[src/rtl/vfx_stream_pkg.sv]
// vfx_stream_pkg
//   Shared types and constants for the video streaming blocks.
//   - VFX_IN_WIDTH / VFX_IN_HEIGHT : default input frame geometry
//   - CH_W   : bits per colour channel (RGB444)
//   - PAIR_W : width of a two-pixel channel sum
//   - QUAD_W : width of a four-pixel channel sum
//   - rgb444_t   : packed pixel, R[11:8] G[7:4] B[3:0]
//   - pair_sum_t : three packed pair sums (15 bits), the line-buffer word
package vfx_stream_pkg;

  localparam int unsigned VFX_IN_WIDTH  = 320;
  localparam int unsigned VFX_IN_HEIGHT = 240;
  localparam int unsigned CH_W          = 4;
  localparam int unsigned PAIR_W        = 5;
  localparam int unsigned QUAD_W        = 6;

  typedef struct packed {
    logic [CH_W-1:0] r;
    logic [CH_W-1:0] g;
    logic [CH_W-1:0] b;
  } rgb444_t;

  typedef struct packed {
    logic [PAIR_W-1:0] r;
    logic [PAIR_W-1:0] g;
    logic [PAIR_W-1:0] b;
  } pair_sum_t;

  function automatic pair_sum_t pair_add(input rgb444_t a, input rgb444_t b);
    pair_sum_t s;
    s.r = {1'b0, a.r} + {1'b0, b.r};
    s.g = {1'b0, a.g} + {1'b0, b.g};
    s.b = {1'b0, a.b} + {1'b0, b.b};
    return s;
  endfunction

  // Average of two pair sums, truncated (no rounding).
  function automatic rgb444_t quad_avg(input pair_sum_t a, input pair_sum_t b);
    logic [QUAD_W-1:0] sr;
    logic [QUAD_W-1:0] sg;
    logic [QUAD_W-1:0] sb;
    rgb444_t           p;
    sr  = {1'b0, a.r} + {1'b0, b.r};
    sg  = {1'b0, a.g} + {1'b0, b.g};
    sb  = {1'b0, a.b} + {1'b0, b.b};
    p.r = sr[QUAD_W-1:2];
    p.g = sg[QUAD_W-1:2];
    p.b = sb[QUAD_W-1:2];
    return p;
  endfunction

endpackage

[src/rtl/downscale_line_buffer.sv]
// downscale_line_buffer
//   Single-row store of horizontal pair sums between an even and odd line.
//   Simple dual-port, write-first-free, registered read: maps onto one BRAM.
//   Ports:
//     clk      : clock
//     wr_en_i  : write strobe
//     wr_addr_i: write address (pixel pair index)
//     wr_data_i: packed pair sums
//     rd_en_i  : read strobe; rd_data_o updates on the next rising edge
//     rd_addr_i: read address
//     rd_data_o: registered read data, held while rd_en_i is low
module downscale_line_buffer #(
  parameter int DEPTH = 160,
  parameter int AW    = 8,
  parameter int DW    = 15
) (
  input  logic          clk,
  input  logic          wr_en_i,
  input  logic [AW-1:0] wr_addr_i,
  input  logic [DW-1:0] wr_data_i,
  input  logic          rd_en_i,
  input  logic [AW-1:0] rd_addr_i,
  output logic [DW-1:0] rd_data_o
);

  logic [DW-1:0] mem_q [DEPTH];
  logic [DW-1:0] rd_data_q;

  always_ff @(posedge clk) begin
    if (wr_en_i) begin
      mem_q[wr_addr_i] <= wr_data_i;
    end
  end

  always_ff @(posedge clk) begin
    if (rd_en_i) begin
      rd_data_q <= mem_q[rd_addr_i];
    end
  end

  assign rd_data_o = rd_data_q;

endmodule

[src/rtl/stream_downscale_2x.sv]
// stream_downscale_2x
//   2x2 box-filter downscaler for an RGB444 pixel stream with
//   valid/ready handshake and start/end-of-packet framing.
//   Ports:
//     clk, reset          : clock, synchronous active-high reset
//     in_data/in_valid    : upstream pixel and its valid
//     in_ready            : pixel accepted this cycle when in_valid is high
//     in_startofpacket    : pixel is (0,0) of a frame; resyncs position
//     in_endofpacket      : last pixel of a frame; next pixel is (0,0)
//     out_data/out_valid  : averaged pixel, registered
//     out_ready           : downstream accept
//     out_startofpacket   : with output pixel (0,0)
//     out_endofpacket     : with the last output pixel of a full frame
module stream_downscale_2x
  import vfx_stream_pkg::*;
#(
  parameter int IN_WIDTH   = VFX_IN_WIDTH,
  parameter int IN_HEIGHT  = VFX_IN_HEIGHT,
  parameter int DATA_WIDTH = 12
) (
  input  logic                  clk,
  input  logic                  reset,
  input  logic [DATA_WIDTH-1:0] in_data,
  input  logic                  in_valid,
  output logic                  in_ready,
  input  logic                  in_startofpacket,
  input  logic                  in_endofpacket,
  output logic [DATA_WIDTH-1:0] out_data,
  output logic                  out_valid,
  input  logic                  out_ready,
  output logic                  out_startofpacket,
  output logic                  out_endofpacket
);

  localparam int XW = $clog2(IN_WIDTH);
  localparam int YW = $clog2(IN_HEIGHT);
  localparam int AW = XW - 1;

  logic [XW-1:0] x_q, x_d, x_eff;
  logic [YW-1:0] y_q, y_d, y_eff;
  logic          accept, odd_x, odd_y, last_x, last_y, load;

  rgb444_t       in_px, hold_q;
  pair_sum_t     pair_cur, pair_above;

  rgb444_t       out_px_q, out_px_d;
  logic          out_valid_q, out_valid_d;
  logic          out_sop_q, out_sop_d;
  logic          out_eop_q, out_eop_d;

  assign in_ready = !out_valid_q || out_ready;
  assign accept   = in_valid && in_ready;
  assign in_px    = in_data;

  // A start-of-packet pixel is (0,0) no matter where the counters stand.
  assign x_eff  = in_startofpacket ? '0 : x_q;
  assign y_eff  = in_startofpacket ? '0 : y_q;
  assign odd_x  = x_eff[0];
  assign odd_y  = y_eff[0];
  assign last_x = (x_eff == XW'(IN_WIDTH - 1));
  assign last_y = (y_eff == YW'(IN_HEIGHT - 1));

  assign pair_cur = pair_add(hold_q, in_px);
  assign load     = accept && odd_x && odd_y;

  // Even rows park their pair sums; odd rows fetch them one pixel early so
  // the registered read is ready by the odd-x pixel.
  downscale_line_buffer #(
    .DEPTH(IN_WIDTH / 2),
    .AW   (AW),
    .DW   (3 * PAIR_W)
  ) u_line_buffer (
    .clk      (clk),
    .wr_en_i  (accept && odd_x && !odd_y),
    .wr_addr_i(x_eff[XW-1:1]),
    .wr_data_i(pair_cur),
    .rd_en_i  (accept && !odd_x && odd_y),
    .rd_addr_i(x_eff[XW-1:1]),
    .rd_data_o(pair_above)
  );

  always_comb begin
    x_d = x_q;
    y_d = y_q;
    if (accept) begin
      if (in_endofpacket) begin
        x_d = '0;
        y_d = '0;
      end else if (last_x) begin
        x_d = '0;
        y_d = last_y ? '0 : y_eff + 1'b1;
      end else begin
        x_d = x_eff + 1'b1;
        y_d = y_eff;
      end
    end
  end

  always_comb begin
    out_valid_d = out_valid_q;
    out_px_d    = out_px_q;
    out_sop_d   = out_sop_q;
    out_eop_d   = out_eop_q;
    if (load) begin
      out_valid_d = 1'b1;
      out_px_d    = quad_avg(pair_above, pair_cur);
      out_sop_d   = (x_eff == XW'(1)) && (y_eff == YW'(1));
      out_eop_d   = last_x && last_y;
    end else if (out_ready) begin
      out_valid_d = 1'b0;
      out_sop_d   = 1'b0;
      out_eop_d   = 1'b0;
    end
  end

  always_ff @(posedge clk) begin
    if (reset) begin
      x_q         <= '0;
      y_q         <= '0;
      out_valid_q <= 1'b0;
      out_px_q    <= '0;
      out_sop_q   <= 1'b0;
      out_eop_q   <= 1'b0;
    end else begin
      x_q         <= x_d;
      y_q         <= y_d;
      out_valid_q <= out_valid_d;
      out_px_q    <= out_px_d;
      out_sop_q   <= out_sop_d;
      out_eop_q   <= out_eop_d;
    end
  end

  // Left pixel of each horizontal pair; no reset needed, always rewritten
  // before use.
  always_ff @(posedge clk) begin
    if (accept && !odd_x) begin
      hold_q <= in_px;
    end
  end

  assign out_data          = out_px_q;
  assign out_valid         = out_valid_q;
  assign out_startofpacket = out_sop_q;
  assign out_endofpacket   = out_eop_q;

endmodule

[config.mk]
export PLATFORM = sky130hd
export DESIGN_NAME = stream_downscale_2x
export DESIGN_NICKNAME = d
export VERILOG_FILES = /design/src/rtl/vfx_stream_pkg.sv /design/src/rtl/downscale_line_buffer.sv /design/src/rtl/stream_downscale_2x.sv
export SDC_FILE = /design/constraint.sdc
export NUM_CORES = 2
export LEC_CHECK = 0
export CORE_MARGIN = 5
export CORE_UTILIZATION = 32
export CTS_BUF_LIST = sky130_fd_sc_hd__clkbuf_16
export DETAILED_ROUTE_END_ITERATION = 8
export MAX_ROUTING_LAYER = met4
export PLACE_DENSITY = 0.45
export SKIP_LAST_GASP = 1
export SLEW_MARGIN = 40
export SYNTH_ARGS = -nofsm -noshare
export SYNTH_HDL_FRONTEND = slang
export SYNTH_SLANG_ARGS = --single-unit
[constraint.sdc]
create_clock -name clk -period 11.32 [get_ports clk]
set_input_delay 2.264 -clock clk [delete_from_list [all_inputs] [get_ports clk]]
set_output_delay 2.264 -clock clk [all_outputs]
set_load 0.05 [all_outputs]
; After elaboration in Yosys (flattened, before gate mapping)
; Memories as Yosys holds them, arrays and structs flattened. A register that Yosys moved wholly into a read port is not among the register bits.
; Index checks and enable logic that the tools add are counted.
[totals]
reg_bits = 44
mem_bits_rw = 2400
inputBits = 18
out_inout_bits = 16
wordCells = 50
n_memories = 1
[memory_table]
columns = name, depth, width, rd, rd_clocked_by_memory_dff, write_ports, line
row1 = u_line_buffer.mem_q, 160, 15, 1, 1, 1, downscale_line_buffer.sv:26  ; logic [DW-1:0] mem_q [DEPTH];
[classes]
addsub = 8
n_eq_ne = 4
n_mux = 13
n_reduce_logical = 13
[op_table]
columns = cell, n
row1 = $mux 8, 4
row2 = $mux 9, 3
row3 = $add 5x5->6, 3
row4 = $add 4x4->5, 3
row5 = $add 9x1->9 const B, 1
row6 = $eq 9x1->1 const B, 1
row7 = $eq 9x9->1 const B, 1
row8 = $add 8x1->8 const B, 1
row9 = $eq 8x1->1 const B, 1
row10 = $eq 8x8->1 const B, 1
row11 = $logic_and 1x1->1, 8
row12 = $mux 1, 6
row13 = $logic_not 1->1, 3
row14 = $reduce_bool 2->1, 1
row15 = $logic_or 1x1->1, 1

; Depth between registers and ports, before layout
[depth]
ltp_word = 7
mapped_depth = 15
depth_no_buf = 11

; Hierarchy
; Synthesis repeated with hierarchy kept, for this count alone.
[unflattened]
cells_unflattened = 4424
area_unflattened_um2 = 95400.2
[modules_own_cells]
columns = mod, n_inst, cells_each, area_per_inst_um2, seq_area_each_um2
row1 = downscale_line_buffer, 1, 4123, 92538.8, 72519.6
row2 = stream_downscale_2x, 1, 301, 2861.5, 1001.0

; Least setup slack after synthesis
; OpenSTA, ideal clock, no wires.
[synth_timing]
kind = in2reg
startpoint = in in_data[9]
endpoint = reg out_px_q, in the netlist out_data[10]
setup_ns = 0.071
t_arrival_ns = 8.660
required_time_ns = 11.249
setup_slack_ns = 2.589
path_stages = 9
path_buffers = 0
cell_sequence = ha_1 a21o_1 a21oi_1 xnor2_1 ha_1 a21oi_1 xnor2_1 nand2_1 a21oi_1
[synth_lines]
columns = element, line
row1 = "start, declared", stream_downscale_2x.sv:23  ; input logic [DATA_WIDTH-1:0] in_data,
row2 = "end signal, assigned", stream_downscale_2x.sv:128  ; out_px_q <= out_px_d;
row3 = "end, declared", stream_downscale_2x.sv:46  ; rgb444_t out_px_q, out_px_d;

; Worst setup path after layout
[layout_timing]
startpoint = in in_startofpacket
endpoint = reg u_line_buffer.rd_data_q[0], in the netlist u_line_buffer.rd_data_o[0] (read register of u_line_buffer.mem_q) (data pin)
[layout_between]
elab_chain_len = 4
word_cells_on_any_way = 5
classes_between = mux: 2 / reduce/logical: 3
[layout_rtl]
columns = element, line
row1 = "start, declared", stream_downscale_2x.sv:26  ; input logic in_startofpacket,
row2 = $mux 9, stream_downscale_2x.sv:56  ; assign x_eff = in_startofpacket ? '0 : x_q;
row3 = $logic_not 1->1, stream_downscale_2x.sv:77  ; .rd_en_i (accept && !odd_x && odd_y),
row4 = $logic_and 1x1->1 (2 in a row), stream_downscale_2x.sv:77
row5 = "end, declared", downscale_line_buffer.sv:27  ; logic [DW-1:0] rd_data_q;
; Parallel ways exist; a longest one is shown, timed or not.
; A chain may end at the register's enable or synchronous reset.

==> results.sh <==
export IMPL_fin_skew_ns=0.0662
export IMPL_finalNonFillerCells=10200
export IMPL_htreeDepth=5
export IMPL_setup_slack_ns=5.00
export IMPL_synth_main_ff_cell="edfxtp_1"
export IMPL_cts_resized=0
export IMPL_post_drt_wl_per_cell_um=36.6
export IMPL_finalCriticalPeriod_ns=6.32
export IMPL_area_growth_pct=15.7
export IMPL_antenna_found_initial=24
export IMPL_outcome="completed"
export IMPL_drc_errors=0
export IMPL_powerDensity_nw_per_um2=176
export IMPL_vdd_drop_max_uv=110
export IMPL_dr_pass1_iters=7
export IMPL_drt_initial_drc_count=7998
export IMPL_cts_hold_buf=0
export IMPL_synthCells=5829
export IMPL_grt_pass1_wl_um=504000
export IMPL_gp_congestion=0.902
export IMPL_core_area_um2=300000
export IMPL_cts_sinks=2459
export IMPL_p_sw_share_pct=22.7
export IMPL_fp_dieH_um=560
export IMPL_holdPathStages=2
export IMPL_synth_largest_area_cell="edfxtp_1"
export IMPL_fp_row_count=201
export IMPL_dp_slack_ns=4.42
export IMPL_clock_root_buffer="clkbuf_16"
export IMPL_synth_seq_cells=2459
export IMPL_io_pins=34
export IMPL_place_hpwl_um=225000
export IMPL_gr_usage_all_layers_pct=23.7
export IMPL_fmaxAchievable_mhz=158
export IMPL_worstMarginPinSlew_ns=0.961
export IMPL_worstRegToRegCells=10
export IMPL_die_area_um2=313000
export IMPL_first_global_vias=57000
export IMPL_final_nets=6106
export IMPL_syn_nets=5880
export IMPL_syn_avg_cell_area_um2=16.6
export IMPL_clkLatencyLatePin_ns=0.91
export IMPL_start_util_pct=32.2
export IMPL_hp_class="flip-flop to flip-flop"
export IMPL_synth_edff_count=2427
export IMPL_grt_ovfl_total=0
export IMPL_slew_headroom_pct=35.8
export IMPL_via_per_inst=5.83
export IMPL_rsz0062_at_grt="no"
export IMPL_tns_ns=0
export IMPL_clock_path_buffers=4
export IMPL_crit_required_ns=11.93
export IMPL_pwr_share_comb_pct=4.5
export IMPL_synth_seq_area_share_pct=76.0
export IMPL_vias=59600
export IMPL_final_common_cell="edfxtp_1"
export IMPL_async_flop_share_pct=0
export IMPL_cp_arrival_ns=6.93
export IMPL_yosysWarnings=0
export IMPL_synthesis_area_um2=96700
export IMPL_p_leak_uw=0.0337
export IMPL_worst_setup_path_type="primary input to flip-flop"
export IMPL_ys_top_cells_by_area="edfxtp_1 75%, mux2i_1 4.8%, o21ai_0 1.8%"
export IMPL_cp_max_fo=24
export IMPL_setup_viol=0
export IMPL_mostFrequentLayoutCells="2,427 x edfxtp_1, 466 x mux2i_1, 351 x o21ai_0"
export IMPL_wl_um=374000
export IMPL_cts_tree="built"
export IMPL_endpoint_kind="flip-flop"
export IMPL_p_int_uw=15300
export IMPL_die_w_um=560
export IMPL_hold_viol_final=0
export IMPL_ant_nets=0
export IMPL_slew_violations=0
export IMPL_drv_cap=0
export IMPL_power_switching_uw=4480
export IMPL_cts_inserted_buffers=276
export IMPL_clk_pin_slew_ns=0.06
export IMPL_clkPwrFrac_pct=43.3
export IMPL_ys_types=90
export IMPL_grt_max_degree=140
export IMPL_cp_start_kind="primary input"
export IMPL_drive_gt1_share_pct=14.8
export IMPL_synth_top_area_share_pct=75.4
export IMPL_dp_cells=9734
export IMPL_port_buffers=33
export IMPL_post_cts_setup_buffer_count=0
export IMPL_power_frac_seq_pct=52.2
export IMPL_fin_crit_sh_pct=55.8
## cell families (layout without fill, tap and decap cells)
family	Yosys count	after routing	share of synthesized area (%)
other cells	0	10	0
buf+inv	446	873	2.34
xor+xnor	19	19	0.172
fa+ha+maj	33	33	0.450
mux	543	543	5.83
simple gates	674	674	3.23
compound gates	1655	1655	11.9
flops	2459	2459	76.0
## synth_stat cells (all sizes together), types with 12 or more instances
master / count
a21o: 18
buf: 300
a221oi: 139
a211oi: 122
o221ai: 166
nor4: 22
o21ai: 358
mux2i: 466
o22a: 17
mux2: 68
a222oi: 28
dfxtp: 32
nor3: 31
nand2: 152
o211ai: 26
xnor2: 15
a22o: 16
a31oi: 33
nor2b: 56
nor2: 303
a211o: 14
ha: 30
a22oi: 137
nand3: 30
a221o: 62
o22ai: 281
inv: 15
a21oi: 155
edfxtp: 2427
clkbuf: 130
nand4: 12
## per-layer routing
layer	wire length [um]	vias to the layer above	GRT usage, %
met5	0	-	-
met4	14600	0	8.06
met3	34700	629	5.65
met2	170000	3089	35.6
met1	155000	31500	31.5
li1	-	24400	-
## critical path, stage by stage
cell	delay, ns
buf_4	0.34
buf_12	0.29
or3b_4	0.56
buf_4	0.77
buf_4	0.41
a211oi_1	0.09
nor4_1	0.75
o22ai_1	0.36
o32ai_1	0.84
a41oi_1	0.08
## registers in the layout, indices dropped and copies added (netlist names)
register / count
u_line_buffer.mem_q: 2400
u_line_buffer.rd_data_o: 15
hold_q: 12
out_data: 12
x_q: 9
y_q: 8
out_endofpacket: 1
out_startofpacket: 1
out_valid: 1
## metrics by stage
stage / area [um2] / hold WS [ns] / total power [uW] / util, %
floorplan: 96700 / 0.467 / 10900 / -
global placement: 103000 / 0.441 / 11300 / 34.3
detailed placement: 103000 / 0.445 / 11400 / 34.4
CTS: 112000 / 0.452 / 19900 / 37.2
global route: 112000 / 0.481 / 20300 / 37.3
finish: 112000 / 0.451 / 19800 / 37.3
## power by group through the flow
stage                     sequential, uW  combinational [uW]  clock [uW]
final                              10300                 879        8560
after CTS                          10300                 874        8690
after global routing               10300                 911        9070
after floorplan                    10600                 323           0
after global placement             10500                 842           0
after detailed placement           10500                 873           0
## final cells by class
class | count | area, um2
clock inverter | 199 | 1420
fill | 28000 | 188000
clock buffer | 280 | 7010
sequential | 2459 | 73500
tap | 3958 | 4950
inverter | 16 | 80.1
timing repair buffer | 378 | 3270
multi-input combinational | 2924 | 21600
antenna | 10 | 25.0
## worst paths after layout
kind	to	startpoint	slack, ns
worst min register to register	out_data[1]	out_data[1]	0.45
worst min-delay path	out_data[1]	out_data[1]	0.45
worst max register to register	u_line_buffer.rd_data_o[10]	x_q[2]	5.79
worst max-delay path	u_line_buffer.rd_data_o[0]	in_startofpacket	5.00
No activity file was read; power rests on OpenSTA's default activity.
